**src/rtl/qnigma_mdio_target.sv**
```systemverilog
// qnigma_mdio_target: Clause 22 MDIO management target (PHY side of MDC/MDIO).
// Oversamples MDC/MDIO on clk, decodes preamble/ST/OP/PHYAD/REGAD/TA/DATA and
// turns writes into a one-cycle write strobe; reads are served from a register
// read port and shifted out through the MDIO tristate.
//
// Ports:
//   clk, rst          system clock, asynchronous active-high reset
//   mdc, mdi          management clock and MDIO line input (asynchronous)
//   mdo, mdt          MDIO output value and tristate control (1 = released)
//   rd_stb, rd_adr    one-cycle read request and its register address
//   rd_dat            read data, held from rd_stb until the next MDC rising edge
//   wr_val, wr_adr,
//   wr_dat            one-cycle write strobe, address and data (held until next write)
//   frm_err           one-cycle pulse on a malformed frame addressed to PHY_ADDR
//
// Optional feature macro: QNIGMA_MDIO_PREAMBLE_SUPPRESS_EN
//   When defined, after the first completed or skipped frame a start-of-frame is
//   accepted without a preamble. Undefined: every frame needs PREAMBLE_LEN ones.

module qnigma_mdio_target #(
  parameter logic [4:0]  PHY_ADDR     = 5'd1,
  parameter int unsigned PREAMBLE_LEN = 32
) (
  input  logic        clk,
  input  logic        rst,
  input  logic        mdc,
  input  logic        mdi,
  output logic        mdo,
  output logic        mdt,
  output logic        rd_stb,
  output logic [4:0]  rd_adr,
  input  logic [15:0] rd_dat,
  output logic        wr_val,
  output logic [4:0]  wr_adr,
  output logic [15:0] wr_dat,
  output logic        frm_err
);

  localparam int unsigned PW = $clog2(PREAMBLE_LEN + 1);
  localparam int unsigned CW = 5;

  // Post-ST cell indices: OP = 0..1, PHYAD = 2..6, REGAD = 7..11, TA = 12..13, DATA = 14..29
  localparam logic [CW-1:0] IDX_OP1 = CW'(1);
  localparam logic [CW-1:0] IDX_PHY = CW'(6);
  localparam logic [CW-1:0] IDX_REG = CW'(11);
  localparam logic [CW-1:0] IDX_TA1 = CW'(12);
  localparam logic [CW-1:0] IDX_D0  = CW'(29);

  typedef enum logic [3:0] {
    S_IDLE, S_ST2, S_OP, S_PHYAD, S_REGAD, S_TA, S_WDATA, S_RDATA, S_SKIP
  } state_t;

  state_t          state_q, state_d;
  logic [2:0]      mdc_sync_q, mdc_sync_d;
  logic [1:0]      mdi_sync_q, mdi_sync_d;
  logic [PW-1:0]   pre_cnt_q, pre_cnt_d;
  logic [CW-1:0]   cnt_q, cnt_d;
  logic [14:0]     sh_q, sh_d;
  logic [15:0]     tx_q, tx_d;
  logic            rd_op_q, rd_op_d;
  logic            err_q, err_d;
  logic            match_q, match_d;
  logic [4:0]      regad_q, regad_d;
  logic            mdo_q, mdo_d;
  logic            mdt_q, mdt_d;
  logic            rd_stb_q, rd_stb_d;
  logic [4:0]      rd_adr_q, rd_adr_d;
  logic            wr_val_q, wr_val_d;
  logic [4:0]      wr_adr_q, wr_adr_d;
  logic [15:0]     wr_dat_q, wr_dat_d;
  logic            frm_err_q, frm_err_d;

  logic            edge_c;
  logic            bit_c;
  logic            done_c;
  logic            sup_c;

  // Two-stage synchronizers; the third mdc stage is the previous synced value for edge detection
  always_comb begin
    mdc_sync_d = {mdc_sync_q[1:0], mdc};
    mdi_sync_d = {mdi_sync_q[0], mdi};
  end

  assign edge_c = mdc_sync_q[1] & ~mdc_sync_q[2];
  assign bit_c  = mdi_sync_q[1];

`ifdef QNIGMA_MDIO_PREAMBLE_SUPPRESS_EN
  // Set once any frame has run to completion; only reset clears it
  logic sup_q, sup_d;

  assign sup_d = sup_q | done_c;
  assign sup_c = sup_q;

  always_ff @(posedge clk or posedge rst) begin
    if (rst) sup_q <= 1'b0;
    else     sup_q <= sup_d;
  end
`else
  assign sup_c = 1'b0;
`endif

  // State and datapath registers
  always_ff @(posedge clk or posedge rst) begin
    if (rst) begin
      state_q    <= S_IDLE;
      mdc_sync_q <= '0;
      mdi_sync_q <= '1;
      pre_cnt_q  <= '0;
      cnt_q      <= '0;
      sh_q       <= '0;
      tx_q       <= '0;
      rd_op_q    <= 1'b0;
      err_q      <= 1'b0;
      match_q    <= 1'b0;
      regad_q    <= '0;
      mdo_q      <= 1'b1;
      mdt_q      <= 1'b1;
      rd_stb_q   <= 1'b0;
      rd_adr_q   <= '0;
      wr_val_q   <= 1'b0;
      wr_adr_q   <= '0;
      wr_dat_q   <= '0;
      frm_err_q  <= 1'b0;
    end else begin
      state_q    <= state_d;
      mdc_sync_q <= mdc_sync_d;
      mdi_sync_q <= mdi_sync_d;
      pre_cnt_q  <= pre_cnt_d;
      cnt_q      <= cnt_d;
      sh_q       <= sh_d;
      tx_q       <= tx_d;
      rd_op_q    <= rd_op_d;
      err_q      <= err_d;
      match_q    <= match_d;
      regad_q    <= regad_d;
      mdo_q      <= mdo_d;
      mdt_q      <= mdt_d;
      rd_stb_q   <= rd_stb_d;
      rd_adr_q   <= rd_adr_d;
      wr_val_q   <= wr_val_d;
      wr_adr_q   <= wr_adr_d;
      wr_dat_q   <= wr_dat_d;
      frm_err_q  <= frm_err_d;
    end
  end

  // Frame decoder: everything advances only on a synced MDC rising edge
  always_comb begin
    state_d   = state_q;
    pre_cnt_d = pre_cnt_q;
    cnt_d     = cnt_q;
    sh_d      = sh_q;
    tx_d      = tx_q;
    rd_op_d   = rd_op_q;
    err_d     = err_q;
    match_d   = match_q;
    regad_d   = regad_q;
    mdo_d     = mdo_q;
    mdt_d     = mdt_q;
    rd_stb_d  = 1'b0;
    rd_adr_d  = rd_adr_q;
    wr_val_d  = 1'b0;
    wr_adr_d  = wr_adr_q;
    wr_dat_d  = wr_dat_q;
    frm_err_d = 1'b0;
    done_c    = 1'b0;

    if (edge_c) begin
      // Post-ST cells are shifted and counted uniformly; PHYAD match is captured
      // even while skipping so a bad-OP frame can still report frm_err
      if (state_q != S_IDLE && state_q != S_ST2) begin
        sh_d  = {sh_q[13:0], bit_c};
        cnt_d = cnt_q + CW'(1);
        if (cnt_q == IDX_PHY) match_d = ({sh_q[3:0], bit_c} == PHY_ADDR);
      end

      case (state_q)
        S_IDLE: begin
          if (bit_c) begin
            if (pre_cnt_q != PW'(PREAMBLE_LEN)) pre_cnt_d = pre_cnt_q + PW'(1);
          end else if (pre_cnt_q == PW'(PREAMBLE_LEN) || sup_c) begin
            state_d = S_ST2;
          end else begin
            pre_cnt_d = '0;
          end
        end
        S_ST2: begin
          pre_cnt_d = '0;
          if (bit_c) begin
            state_d = S_OP;
            cnt_d   = '0;
            err_d   = 1'b0;
            match_d = 1'b0;
          end else begin
            state_d = S_IDLE;
          end
        end
        S_OP: begin
          if (cnt_q == IDX_OP1) begin
            case ({sh_q[0], bit_c})
              2'b10:   begin rd_op_d = 1'b1; state_d = S_PHYAD; end
              2'b01:   begin rd_op_d = 1'b0; state_d = S_PHYAD; end
              default: begin err_d = 1'b1;   state_d = S_SKIP;  end
            endcase
          end
        end
        S_PHYAD: begin
          if (cnt_q == IDX_PHY)
            state_d = ({sh_q[3:0], bit_c} == PHY_ADDR) ? S_REGAD : S_SKIP;
        end
        S_REGAD: begin
          if (cnt_q == IDX_REG) begin
            regad_d = {sh_q[3:0], bit_c};
            state_d = S_TA;
            if (rd_op_q) begin
              rd_stb_d = 1'b1;
              rd_adr_d = {sh_q[3:0], bit_c};
            end
          end
        end
        S_TA: begin
          if (rd_op_q) begin
            // Take the bus for TA cell 2 (driven low) and capture read data
            mdt_d   = 1'b0;
            mdo_d   = 1'b0;
            tx_d    = rd_dat;
            state_d = S_RDATA;
          end else if (cnt_q == IDX_TA1) begin
            if (!bit_c) err_d = 1'b1;
          end else begin
            if (bit_c) err_d = 1'b1;
            state_d = S_WDATA;
          end
        end
        S_RDATA: begin
          if (cnt_q == IDX_D0) begin
            mdt_d  = 1'b1;
            mdo_d  = 1'b1;
            done_c = 1'b1;
          end else begin
            mdo_d = tx_q[15];
            tx_d  = {tx_q[14:0], 1'b0};
          end
        end
        S_WDATA: begin
          if (cnt_q == IDX_D0) begin
            done_c = 1'b1;
            if (err_q) begin
              frm_err_d = 1'b1;
            end else begin
              wr_val_d = 1'b1;
              wr_adr_d = regad_q;
              wr_dat_d = {sh_q, bit_c};
            end
          end
        end
        S_SKIP: begin
          if (cnt_q == IDX_D0) begin
            done_c    = 1'b1;
            frm_err_d = err_q & match_q;
          end
        end
        default: state_d = S_IDLE;
      endcase

      if (done_c) begin
        state_d   = S_IDLE;
        pre_cnt_d = '0;
      end
    end
  end

  assign mdo     = mdo_q;
  assign mdt     = mdt_q;
  assign rd_stb  = rd_stb_q;
  assign rd_adr  = rd_adr_q;
  assign wr_val  = wr_val_q;
  assign wr_adr  = wr_adr_q;
  assign wr_dat  = wr_dat_q;
  assign frm_err = frm_err_q;

endmodule
```
**config.mk**
```make
export PLATFORM = sky130hd
export DESIGN_NAME = qnigma_mdio_target
export DESIGN_NICKNAME = d
export VERILOG_FILES = /design/src/rtl/qnigma_mdio_target.sv
export SDC_FILE = /design/constraint.sdc
export NUM_CORES = 1
export LEC_CHECK = 0
export BUFFER_PORTS_ARGS = -buffer_cell sky130_fd_sc_hd__buf_2
export CELL_PAD_IN_SITES_DETAIL_PLACEMENT = 1
export CELL_PAD_IN_SITES_GLOBAL_PLACEMENT = 1
export CORE_MARGIN = 5
export CORE_UTILIZATION = 46
export CTS_BUF_LIST = sky130_fd_sc_hd__clkbuf_16
export CTS_CLUSTER_SIZE = 20
export DETAILED_ROUTE_END_ITERATION = 10
export HOLD_SLACK_MARGIN = 0.08
export PLACE_DENSITY = 0.89
export SETUP_SLACK_MARGIN = 0.15
export SYNTH_ARGS = -nofsm -noshare
export SYNTH_HDL_FRONTEND = slang
export SYNTH_SLANG_ARGS = --single-unit
```
**constraint.sdc**
```tcl
create_clock -name clk -period 2.5 [get_ports clk]
set_input_delay 0 -clock clk [delete_from_list [all_inputs] [get_ports clk]]
set_output_delay 0 -clock clk [all_outputs]
set_load 0.05 [all_outputs]
```
==> results.ini <==
[synthesis]
synth_area_um2 = 4100
ys_async_sr_fraction_pct = 100
ys_seq_area_share_pct = 55.1
synth_cells = 347
ys_types = 52
syn_area_per_cell_um2 = 11.8
ys.flop_type = dfrtp_1
ys_seq_elements = 90
yosys_warnings = 0
synth_fp_nets = 374
synth_edf_count = 0

[route]
vias = 3012
wl_per_cell_um = 21.0
wirelength_um = 11100
routed_via_density = 5.68
antenna_left = 0
drtIter0Drc = 145
drc = 0
dr.pass1.iters = 4

[die]
initial_utilization_pct = 47.0
core_um2 = 8720
die-area_um2 = 10900
ios = 51
fp.dieH_um = 104
die_x_um = 104
rows = 34

[cells_and_area]
final_cell_mix = dfrtp_1 (85), buf_2 (50), mux2_2 (44), nor2_1 (34)
final_common_cell = dfrtp_1
regArea_um2 = 2260
area_delta_synth_final_pct = 20.8
multi_input_area_um2 = 1690
drive_gt1_share_pct = 31.8
antenna_cells = 0
fill_cells = 906
layout.nets = 444

[timing]
maxSlewHeadroom_pct = 56.1
finalCritPeriodShare_pct = 89.3
drv_slew = 0
fin_setup_tns_ns = 0
setup_violations = 0
period_needed_ns = 2.23
tightest_slew_ns = 0.649
holdWs_ns = 0.269
skew_ns = 0.00896
rsz0062_at_grt = yes
hold_violations = 0
clock.fmax_mhz = 448

[power]
peakVddDrop_v = 0.000350
p_leak_nw = 2.40
power.density_nw_per_um2 = 614

[grt]
use_met1_pct = 25.7
grt_pass1_wl_um = 18500
busiest_layer = met2
grt_max_degree = 39
grt_pass1_vias = 3374
gr-usage-met3_pct = 3.72
grt_util_met2_pct = 37.7
grt-ovfl-total = 0
antenna_found_initial = 0
track_usage_pct = 21.3

[clocking]
clk_latency_ns = 0.34
clk_path_buf_depth = 2
cts_tree = built
cts_setup_buffers = 0
htreeDepth = 3
cts_buffers = 9
clk_pin_slew_ns = 0.06
root_buffer = clkbuf_16
clock_sinks = 90

[critical_path]
path_delay_family = simple AND/OR/NAND/NOR gates
startpoint_type = flip-flop
cp_max_fo = 22
end_kind = flip-flop
crit_end = wr_dat[13]
crit_type = flip-flop to flip-flop
worst-path-buf-inv = 2
slowest_stage = dfrtp_1
arrival_ns = 2.45
r2r_setup_slack_ns = 0.27
crit_start = cnt_q[1]
critical_path.max_stage_delay_ns = 0.43
rr_startpoint = cnt_q[1]
worstRegToRegCells = 7
cp_cell_sequence = inv_1 -> ha_1 -> and4_4 -> nand2_2 -> nor4_4 -> buf_12 -> mux2_2
cp.depth = 7
r2r-end = wr_dat[13]
crit_required_ns = 2.72

[min_path]
hp-class = input pin to async pin

[placement]
gp_congestion = 0.887
dpl.hpwl_um = 6800
port_buffers = 50

[run_status]
status = completed

[job]
drv_cap = 0

==> Yosys cell counts, drive strengths merged, types with 2 or more instances <==
master	n	area, µm²
nand3	7	35.0
buf	14	95.1
and4	2	20.0
a21oi	21	109
a211o	2	17.5
or4b	2	23.8
nor2	34	128
dfrtp	86	2150
nand2b	5	31.3
nor4b	4	41.3
mux2i	16	160
a2bb2oi	4	35.0
nor3	6	35.0
clkbuf	4	15.0
o31ai	6	45.0
xor2	2	17.5
o21ai	12	60.1
nand4	5	31.3
inv	13	48.8
ha	7	87.6
o2bb2ai	2	17.5
a22o	3	26.3
nand2	22	87.6
mux2	45	507
dfstp	4	105
a32o	2	20.0
==> power breakdown <==
group / switching [W] / internal, W / leakage, nW
registers: 0.0000272 / 0.00148 / 1.15
clock network: 0.000600 / 0.000784 / 0.145
logic: 0.0000843 / 0.0000698 / 1.11
total: 0.000712 / 0.00233 / 2.40
==> layout make-up <==
class,count,share of cell area [%]
multi-input combinational,226,34.2
timing repair buffer,77,10.4
clock inverter,7,1.57
inverter,13,1.01
tap,108,2.73
clock buffer,9,4.55
sequential,90,45.6
==> routing by layer <==
| metal | vias up | routed length [µm] |
|---|---|---|
| li1 | 1373 | - |
| met4 | 0 | 253 |
| met5 | - | 0 |
| met2 | 75 | 6060 |
| met3 | 23 | 455 |
| met1 | 1541 | 4380 |
==> how the worst min path moves through the flow <==
stage,start,end,depth (start not counted)
finish,rst,cnt_q[1],3
global route,mdi,mdi_sync_q[0],2
CTS,rst,cnt_q[1],3
detailed placement,rst,cnt_q[3],2
global placement,rst,mdc_sync_q[0],2
floorplan,mdi,mdi_sync_q[0],0
==> cell families (layout without fill, tap and decap cells) <==
| logic type | after synthesis | in the layout | synth area share (%) |
|---|---|---|---|
| XOR/XNOR | 3 | 3 | 0.641 |
| AO/OA/AOI/OAI | 61 | 61 | 9.80 |
| buffers and inverters | 31 | 106 | 3.88 |
| adder cells (fa/ha/maj) | 7 | 7 | 2.14 |
| AND/OR/NAND/NOR | 94 | 94 | 12.2 |
| flip-flops | 90 | 90 | 55.1 |
| multiplexers | 61 | 61 | 16.3 |
==> worst register-to-register path, delay by kind of cell, from the launching register on <==
family | cells | cell delay (ns)
multiplexers | 1 | 0.37
adder cells (fa/ha/maj) | 1 | 0.21
AND/OR/NAND/NOR | 3 | 0.76
flip-flops | 1 | 0.43
buffers and inverters | 2 | 0.34
==> stage by stage <==
| step | std cells | power, W | util (%) | setup slack, ns | instance area (µm²) |
|---|---|---|---|---|---|
| after detailed placement | 495 | 0.00166 | 50.9 | 0.270 | 4440 |
| final | 530 | 0.00304 | 56.8 | 0.267 | 4950 |
| after global placement | 495 | 0.00164 | 50.9 | 0.415 | 4440 |
| after CTS | 530 | 0.00306 | 56.5 | 0.185 | 4930 |
| after floorplan | 347 | 0.00160 | - | 0.171 | 4100 |
| after global routing | 530 | 0.00315 | 56.8 | 0.147 | 4950 |
==> registers in the layout, indices dropped and copies added, names as in the netlist, 2 cells and up <==
signal      cells
tx_q           16
pre_cnt_q       6
state_q         4
rd_adr          5
regad_q         5
wr_adr          5
wr_dat         16
mdc_sync_q      3
mdi_sync_q      2
cnt_q           5
sh_q           15
==> timing repair <==
item / in CTS / in global routing
hold endpoints to repair: 52 / 0
gates resized for setup: 0 / 5
hold buffers: 19 / 0
endpoints found under the setup margin: 0 / 23
Note: power is estimated with default switching activity, not from simulation.
